<file path="src/rtl/wb_scheduler_pkg.sv">
// Shared types for the write-back scheduler: requester identity and
// register-index width.
package wb_pkg;
    localparam int XLEN  = 32;
    localparam int RBITS = 5;

    typedef enum logic {WB_ALU = 1'b0, WB_LSU = 1'b1} wb_src_t;

    typedef logic [RBITS-1:0] reg_idx_t;
endpackage

</file>
<file path="src/rtl/wb_scheduler_chk.sv">
// Protocol checks for the write-back scheduler.
// x0 writes are excluded from the busy check because x0 is never marked busy.
module wb_scheduler_chk #(
    parameter int RBITS = 5
) (
    input logic                  clk,
    input logic                  rst,
    input logic                  acc,
    input logic [RBITS-1:0]      acc_rd,
    input logic [2**RBITS-1:0]   busy,
    input logic                  alu_ready,
    input logic                  lsu_ready
);
    a_acc_busy: assert property (@(posedge clk) disable iff (!rst)
        (acc && (acc_rd != '0)) |-> busy[acc_rd]);

    a_one_grant: assert property (@(posedge clk) disable iff (!rst)
        !(alu_ready && lsu_ready));
endmodule

</file>
<file path="src/rtl/wb_scheduler_rr_arb2.sv">
// Two-way round-robin arbiter.
// On contention the requester that lost the previous contended cycle wins.
module rr_arb2
    import wb_pkg::*;
(
    input  logic       clk,
    input  logic       rst,
    input  logic [1:0] req,
    output logic [1:0] gnt
);
    wb_src_t last_r;
    logic    alu_wins_s;

    // grant selection
    always_comb begin
        alu_wins_s = 1'b0;
        gnt        = 2'b00;
        if (req == 2'b11) begin
            alu_wins_s = (last_r == WB_LSU);
            gnt        = alu_wins_s ? 2'b01 : 2'b10;
        end else begin
            gnt = req;
        end
    end

    // last-winner flop, updated only on contended cycles
    always_ff @(posedge clk or negedge rst) begin
        if (!rst) begin
            last_r <= WB_LSU;
        end else if (req == 2'b11) begin
            last_r <= alu_wins_s ? WB_ALU : WB_LSU;
        end else begin
            last_r <= last_r;
        end
    end
endmodule

</file>
<file path="src/rtl/wb_scheduler.sv">
// Write-back scheduler: arbitrates the register file's single write port between
// the ALU and the LSU, and keeps the busy scoreboard that drives issue stalls.
module wb_scheduler #(
    parameter int XLEN  = wb_pkg::XLEN,
    parameter int RBITS = wb_pkg::RBITS
) (
    input  logic             clk,
    input  logic             rst,
    input  logic             alu_valid,
    input  logic [RBITS-1:0] alu_rd,
    input  logic [XLEN-1:0]  alu_data,
    output logic             alu_ready,
    input  logic             lsu_valid,
    input  logic [RBITS-1:0] lsu_rd,
    input  logic [XLEN-1:0]  lsu_data,
    output logic             lsu_ready,
    input  logic             iss_valid,
    input  logic [RBITS-1:0] iss_rs1,
    input  logic [RBITS-1:0] iss_rs2,
    input  logic [RBITS-1:0] iss_rd,
    input  logic             iss_wr,
    output logic             iss_stall,
    output logic             w_en,
    output logic [RBITS-1:0] w_addr,
    output logic [XLEN-1:0]  w_data
);
    import wb_pkg::*;

    localparam int NREG = 2**RBITS;
    localparam logic [NREG-1:0] ONE_HOT0 = {{(NREG-1){1'b0}}, 1'b1};
    localparam logic [NREG-1:0] X0_MASK  = {{(NREG-1){1'b1}}, 1'b0};

    logic [1:0]       req_s;
    logic [1:0]       gnt_s;
    wb_src_t          acc_src_s;
    logic             acc_s;
    logic [RBITS-1:0] acc_rd_s;
    logic [XLEN-1:0]  acc_data_s;
    logic [NREG-1:0]  busy_r;
    logic [NREG-1:0]  clr_s;
    logic [NREG-1:0]  set_s;
    logic [NREG-1:0]  eff_busy_s;
    logic             stall_s;
    logic             w_en_r;
    logic [RBITS-1:0] w_addr_r;
    logic [XLEN-1:0]  w_data_r;

    // Requests are masked during reset so the readys read 0 while rst is low.
    assign req_s = {lsu_valid, alu_valid} & {rst, rst};

    rr_arb2 u_arb (
        .clk (clk),
        .rst (rst),
        .req (req_s),
        .gnt (gnt_s)
    );

    assign alu_ready = gnt_s[0];
    assign lsu_ready = gnt_s[1];
    assign acc_s     = gnt_s[0] | gnt_s[1];
    assign acc_src_s = gnt_s[1] ? WB_LSU : WB_ALU;

    // steer the accepted request onto the commit path
    always_comb begin
        acc_rd_s   = alu_rd;
        acc_data_s = alu_data;
        case (acc_src_s)
            WB_ALU: begin
                acc_rd_s   = alu_rd;
                acc_data_s = alu_data;
            end
            WB_LSU: begin
                acc_rd_s   = lsu_rd;
                acc_data_s = lsu_data;
            end
            default: begin
                acc_rd_s   = alu_rd;
                acc_data_s = alu_data;
            end
        endcase
    end

    // scoreboard release/set vectors and the issue stall
    always_comb begin
        clr_s   = '0;
        set_s   = '0;
        stall_s = 1'b0;
        if (acc_s) begin
            clr_s = ONE_HOT0 << acc_rd_s;
        end else begin
            clr_s = '0;
        end
        // The accepted index is released in the same cycle; the file forwards data.
        eff_busy_s = busy_r & ~clr_s;
        if (rst && iss_valid) begin
            stall_s = eff_busy_s[iss_rs1] | eff_busy_s[iss_rs2] | (iss_wr & eff_busy_s[iss_rd]);
        end else begin
            stall_s = 1'b0;
        end
        if (rst && iss_valid && iss_wr && !stall_s && (iss_rd != '0)) begin
            set_s = ONE_HOT0 << iss_rd;
        end else begin
            set_s = '0;
        end
    end

    assign iss_stall = stall_s;

    // busy bits; set beats clear, bit 0 is held at zero
    always_ff @(posedge clk or negedge rst) begin
        if (!rst) begin
            busy_r <= '0;
        end else begin
            busy_r <= ((busy_r & ~clr_s) | set_s) & X0_MASK;
        end
    end

    // one-cycle write pulse to the register file
    always_ff @(posedge clk or negedge rst) begin
        if (!rst) begin
            w_en_r   <= 1'b0;
            w_addr_r <= '0;
            w_data_r <= '0;
        end else if (acc_s) begin
            w_en_r   <= (acc_rd_s != '0);
            w_addr_r <= acc_rd_s;
            w_data_r <= acc_data_s;
        end else begin
            w_en_r   <= 1'b0;
            w_addr_r <= w_addr_r;
            w_data_r <= w_data_r;
        end
    end

    assign w_en   = w_en_r;
    assign w_addr = w_addr_r;
    assign w_data = w_data_r;

    wb_scheduler_chk #(.RBITS(RBITS)) u_chk (
        .clk       (clk),
        .rst       (rst),
        .acc       (acc_s),
        .acc_rd    (acc_rd_s),
        .busy      (busy_r),
        .alu_ready (alu_ready),
        .lsu_ready (lsu_ready)
    );
endmodule

</file>
<file path="config.mk">
export PLATFORM = sky130hd
export DESIGN_NAME = wb_scheduler
export DESIGN_NICKNAME = d
export VERILOG_FILES = /design/src/rtl/wb_scheduler_pkg.sv /design/src/rtl/wb_scheduler_chk.sv /design/src/rtl/wb_scheduler_rr_arb2.sv /design/src/rtl/wb_scheduler.sv
export SDC_FILE = /design/constraint.sdc
export NUM_CORES = 1
export LEC_CHECK = 0
export ABC_AREA = 1
export CAP_MARGIN = 30
export CORE_ASPECT_RATIO = 1.25
export CORE_MARGIN = 5
export CORE_UTILIZATION = 48
export CTS_CLUSTER_SIZE = 40
export DETAILED_ROUTE_END_ITERATION = 10
export PLACE_DENSITY_LB_ADDON = 0.15
export REMOVE_ABC_BUFFERS = 1
export SETUP_SLACK_MARGIN = 0.1
export SLEW_MARGIN = 20
export SYNTH_ARGS = -nofsm -noshare
export SYNTH_HDL_FRONTEND = slang
export SYNTH_HIERARCHICAL = 1
export SYNTH_SLANG_ARGS = --single-unit
</file>
<file path="constraint.sdc">
create_clock -name clk -period 4.3 [get_ports clk]
set_clock_uncertainty 0.2 [all_clocks]
set_input_delay 0.86 -clock clk [delete_from_list [all_inputs] [get_ports clk]]
set_output_delay 0.86 -clock clk [all_outputs]
set_load 0.01 [all_outputs]
</file>
==> run metrics, run 1 <==
CP startpoint kind=primary input; Synth-to-Final Area Change=67.8%; VDD IR max=between 200 and 250 uV; # setup viols final=0; top-level I/O count=136; Hold Fails Final Rpt=0; Max stage delay on crit path=roughly 0.15 ns; number of routed nets with antenna violations=0; Compound-Gate Fraction of Synth Area=roughly 3.1%; outcome=completed; GRT met3 Usage=under 10%; Synth Area in XOR/XNOR=0%; fin crit share=~100%; clk sinks=70; CTS Hold Bufs=0; Starting Density=around 49%; Adder-Cell Fraction of Synth Area=0%; Crit Path Max Fanout=6; clk_lat worst skew=0.34 ns; Worst-Margin Slew=just under 0.9 ns; M1 GR Usage=approximately 37%; Final nets=about 1000; main combinational cell family by area after synthesis=simple AND/OR/NAND/NOR gates; Max Freq=233 MHz; routed len/inst=around 19 um; Global Route Usage Sum=32.9%; first-pass iteration count of the detailed router=5; vias in the first global route=5926; Vias=between 6000 and 7000; delay-heaviest family, CP=simple AND/OR/NAND/NOR gates; GP Congestion=roughly 1; initial drt markers=436; DP HPWL=between 10000 and 15000 um; Via density=between 5 and 6; layout cells sized above 1=25.7%; Hold/Removal Path Class=primary input to async pin; Die X=~100 um; Ys Warns=6; crit-path cells=buf_12, nand2_4, inv_4, nand2_4, nand2_4, nand2_4, buf_6, buf_4, nand2_1, nand2_1, nand2_2, buf_4, nor2_4, buf_12, nand3_4, nand3_2, nand3_2, nand3_2, nand3_1, nand3b_1, nand2_2, nor2_4, a21oi_2, buf_2; GR peak layer=met2; post-synthesis area per instance=6.55 sq um; row cnt=40; Detailed Route WL=between 20000 and 25000 um; CTS HTree Levels=3; met2 Use GR=between 50% and 60%; max-slew violations=0; leading cell type in the layout, fill and taps excluded=nand2_1; fraction of registers with async set/reset=100%; multiplexer share of the synthesized area=0%; critical path data required time=~3.2 ns; RSZ-0062 raised after global routing=yes; power per cell area=311 nW/um^2; Worst slew margin=40.5%; CP max stage cell=nand3b_1; CP bufs+invs=7; CP Class=primary input to primary output; post-place setup slack=-0.827 ns; synthesized flop and latch total=70; most frequent cells in the layout=198 x nand2_1, 142 x nand3_1, 131 x clkdlybuf4s50_1; antenna violations before repair=0; LEAKAGE=between 3 and 4 nW; Max-Cap Viols=0; critical path arrival=3.23 ns; CTS tree=yes; first-pass GRT wire length=30500 um; DRC=0; Setup crit end kind=primary output; Mapped Cells=around 710; dominant cell type by count on the critical path=nand2_4; GRT overflow=0; EDFF count, synth=0; Mapped Area=4640 sq um; chip height=120 um; die area=11700 sq um; CTS clk-pin slew, worst paths=~0.06 ns; # diodes=0; Synth Flop Type=dfrtp_1; fin crit period=roughly 4.3 ns; final worst setup slack=a little over 0.008 ns; Max clock buf depth=2; CTS Root Cell=clkbuf_16; Core Footprint=about 9600 sq um; fillers=between 600 and 700; count of input and output buffers=135; Cell variety after synth=27; CTS Buf Count=9; post-synthesis sequential area ratio=a little under two fifths; Synth Area in Simple Gates=around 52%; Setup TNS=0 ns; pin count of the biggest net entering global routing=60
[power by group]
part	switching, W	internal (W)
Sequential	0.0000524	0.000741
Clock	0.000292	0.000539
Combinational	0.000414	0.000381
[repair_timing]
action,4_1_cts,5_1_grt
pin swaps,47,30
gates resized for setup,123,49
setup buffers,14,6
hold endpoints to repair,0,0
gates cloned,1,0
endpoints found under the setup margin,1,1
[kinds of logic after synthesis]
logic type | count (synthesis)
and+or+nand+nor | 535
buffers and inverters | 78
AOI/OAI and AO/OA | 25
DFF | 70
[per-layer routing]
metal	routed length, um	up-vias
li1	-	2781
met1	7160	2827
met3	1690	92
met2	10000	355
met4	1150	0
met5	0	-
[worst paths after layout]
kind	from	endpoint	slack [ns]	cells after the start
setup / recovery	rst	iss_stall	0.008	24
max in group asynchronous	rst	w_data[9]	2.58	3
hold reg to reg	w_data[27]	w_data[27]	0.28	2
hold / removal	rst	w_data[7]	0.20	2
setup reg to reg	u_arb/last_r	busy_r[13]	0.88	18
min in group clk	w_data[27]	w_data[27]	0.28	2
[state kept, by name (all words and copies together) (netlist names)]
signal        flops
w_en              1
busy_r           31
w_data           32
u_arb/last_r      1
w_addr            5
[synth_stat cells, types with 2 or more instances]
cell | number | area (sq um)
nand3b_1 | 2 | 15.0
inv_1 | 29 | 109
o21ai_0 | 7 | 35.0
nor2_2 | 6 | 37.5
nor2_4 | 2 | 22.5
clkbuf_1 | 24 | 90.1
nand4_1 | 35 | 219
clkinv_1 | 2 | 7.51
buf_6 | 6 | 67.6
nand2_2 | 3 | 18.8
dfrtp_1 | 69 | 1730
buf_2 | 6 | 30.0
nor4_1 | 5 | 31.3
nor2_1 | 57 | 214
buf_1 | 9 | 33.8
a21oi_1 | 13 | 65.1
nand3_1 | 189 | 946
nand2_1 | 235 | 882
[through the flow]
step | util, % | std cells | hold WS (ns) | total power, W | instance area [sq um]
3_5_place_dp | 68.4 | 1004 | 0.270 | 0.00146 | 6540
3_3_place_gp | 68.4 | 1004 | 0.256 | 0.00145 | 6540
4_1_cts | 78.5 | 1035 | 0.191 | 0.00237 | 7500
6_report | 81.4 | 1041 | 0.197 | 0.00242 | 7780
2_1_floorplan | - | 662 | 0.246 | 0.00105 | 4410
5_1_grt | 81.4 | 1041 | 0.196 | 0.00252 | 7780
[worst reg2reg max path, cell delays in order, from the launching register on]
cell and delay (ns):
dfstp_2 0.53, inv_1 0.06, nand3_2 0.10, nand2_4 0.08
buf_6 0.14, or2_4 0.24, a21oi_4 0.26, buf_6 0.18
nand3_4 0.11, nand3_2 0.10, nand3_2 0.10, nand3_2 0.09
nand3_1 0.08, nand3b_1 0.15, nand2_2 0.09, nor2_4 0.15
buf_4 0.32, nand4_1 0.23, nand2_1 0.14
[cell type report]
| cell class | instances | area (sq um) | share of cell area [%] |
|---|---|---|---|
| Clock inverter | 5 | 81.3 | 1.04 |
| Sequential cell | 70 | 1750 | 22.5 |
| Timing Repair Buffer | 236 | 2250 | 28.9 |
| Inverter | 32 | 136 | 1.75 |
| Tap cell | 126 | 158 | 2.03 |
| Clock buffer | 11 | 253 | 3.25 |
| Multi-Input combinational cell | 561 | 3160 | 40.5 |
No activity file was read; power rests on OpenSTA's default activity.
==> run 2, diff against run 1 <==
Settings changed: ABC_AREA 1 to 0, CORE_MARGIN 5 to default, CORE_UTILIZATION 48 to 49.
==> run metrics, run 2 <==
Detailed Route WL=26000 um; Crit. Startpoint=lsu_valid; post-synthesis sequential area ratio=between 30 and 40%; failing checks=negative setup slack; CTS clk-pin slew, worst paths=roughly 0.060 ns; synth cell count leaders=69 x dfrtp_1, 64 x nand2_1, 48 x o21ai_0; max FFs per register=32; number of routed nets with antenna violations=0; Vias=approximately 6700; leading cell type in the layout, fill and taps excluded=buf_4; die area=between 10000 and 15000 sq um; Die X=approximately 91 um; CP max stage cell=or4_4; routed len/inst=about 27 um; CTS Root Cell=clkbuf_16; final worst setup slack=-0.674 ns; CTS tree=yes; Worst-Margin Slew=0.814 ns; Setup TNS=-0.674 ns; LEAKAGE=between 3 and 4 nW; Max Freq=just over 200 MHz; pin count of the biggest net entering global routing=just under 70; Final nets=941; max-slew violations=0; Placed Area=between 7000 and 8000 sq um; first-pass iteration count of the detailed router=6; min-delay src=busy_r[25]; VDD IR max=roughly 240 uV; DRC=0; GP Congestion=1.03; CP startpoint kind=primary input; row cnt=40; fin crit period=around 5.0 ns; # setup viols final=1; antenna violations before repair=1; Crit Path Max Fanout=8; Setup crit end kind=primary output; CTS Hold Bufs=0; clk_lat worst skew=about 0.35 ns; RSZ-0062 raised after global routing=yes; DP HPWL=15700 um; Mapped Cells=570; first-pass GRT wire length=36500 um; count of input and output buffers=between 100 and 150; clk sinks=70; crit-path cells=buf_6, and2_4, a21boi_4, buf_8, nor4b_4, buf_4, nor2_4, o21ai_2, mux2i_1, mux4_2, o2bb2ai_2, or4_4, o21a_1, buf_2; post-route cell area=between 8000 and 9000 sq um; Global Route Usage Sum=between 40 and 50%; initial drt markers=just under 900; Max stage delay on crit path=0.53 ns; most frequent cells in the layout=161 x buf_4, 127 x clkdlybuf4s50_1, 69 x dfrtp_1; fillers=about 540; Max-Cap Viols=0; Mapped Area=slightly below 5000 sq um; Non-Filler Instances=slightly below 1000; Synth-to-Final Area Change=68.2%; top-level I/O count=136; Max clock buf depth=2; Hold Fails Final Rpt=0; leading area contributor after synthesis=dfrtp_1; CTS Buf Count=9; Via density=a little under 7; top cells by area, synth=dfrtp_1 36%, mux2i_1 8.9%, o21ai_0 5.0%; outcome=finished, violations left; CP Class=primary input to primary output; post-synthesis area per instance=between 8 and 9 sq um; Worst slew margin=between 40% and 50%; placed insts=917; most frequent cell after synthesis=dfrtp_1; top cell type's share of synthesized area=between 30% and 40%; CTS HTree Levels=3; Cell variety after synth=77; synthesized flop and latch total=70; chip height=113 um; Worst R2R Start=u_arb/last_r; EDFF count, synth=0; critical path data required time=between 3 and 4 ns; GRT overflow=0; fin crit share=116%; power per cell area=320 nW/um^2; vias in the first global route=between 6000 and 7000; Ys Warns=6; Hold/Removal Path Class=flip-flop to flip-flop; layout cells sized above 1=between 20% and 30%; Starting Density=between 50 and 60%; footprint of the multi-input gates=3140 sq um; area occupied by registers=1750 sq um; Synth Flop Type=dfrtp_1; Core Footprint=between 9000 and 10000 sq um; critical path arrival=3.91 ns; fraction of registers with async set/reset=100%
run 2: kinds of logic (layout without fill, tap and decap cells):
group | after synthesis | count (layout) | synth area share, %
and+or+nand+nor | 214 | 214 | 23.5
AOI/OAI and AO/OA | 181 | 181 | 24.9
DFF | 70 | 70 | 36.3
buffers and inverters | 57 | 338 | 4.77
muxes | 47 | 47 | 10.3
xor gates and xnor gates | 1 | 1 | 0.182
other | 0 | 2 | 0
run 2: what timing repair did:
action | 4_1_cts | 5_1_grt
setup buffers | 27 | 17
pin swaps | 24 | 24
cloned | 2 | 0
endpoints found under the setup margin | 32 | 13
endpoints found under the hold margin | 0 | 0
gates resized for setup | 69 | 24
run 2: metal layers:
metal  global-route usage, %  wire length (um)  vias up  part of all wire (%)
met2                    80.3             12100      653                    47
met4                    37.1              2640        0                    10
met1                    52.3              8470     3123                    33
met3                    12.0              2780      239                    11
li1                        -                 -     2702                     -
met5                       0                 0        -                     0
run 2: final timing paths:
kind                         endpoint  slack, ns  cells after the start
min reg2reg                busy_r[25]       0.35                      2
max                         iss_stall      -0.67                     14
min                        busy_r[25]       0.35                      2
min in group asynchronous   w_data[2]       0.36                      2
max in group asynchronous  w_data[24]       3.09                      3
max reg2reg                busy_r[20]       0.42                     13
run 2: critical path, delay by kind of cell:
family	cells	cell delay (ns)
mux	2	0.58
simple gates	4	1.18
buf+inv	4	0.60
compound gates	4	0.68
run 2: final cells by class:
type | instances | area share [%]
Antenna cell | 2 | 0.0617
Clock buffer | 13 | 3.21
Multi-Input combinational cell | 443 | 38.7
Timing Repair Buffer | 308 | 33.6
Sequential cell | 70 | 21.6
Clock inverter | 3 | 0.231
Inverter | 14 | 0.648
Tap cell | 126 | 1.94
run 2: through the flow:
stage	setup slack (ns)	total power [W]	utilization, %	hold WS (ns)
2_1_floorplan	-6.21	0.00116	-	0.274
3_3_place_gp	-1.23	0.00165	74.6	0.343
3_5_place_dp	-1.31	0.00169	74.6	0.361
4_1_cts	-0.497	0.00247	82.7	0.342
5_1_grt	-0.873	0.00266	84.4	0.368
6_report	-0.674	0.00259	84.5	0.347
run 2: report_power, final:
group / total [W] / internal, W / switching [W]
registers: 0.000869 / 0.000775 / 0.0000941
clock network: 0.000739 / 0.000422 / 0.000317
logic: 0.000985 / 0.000495 / 0.000491
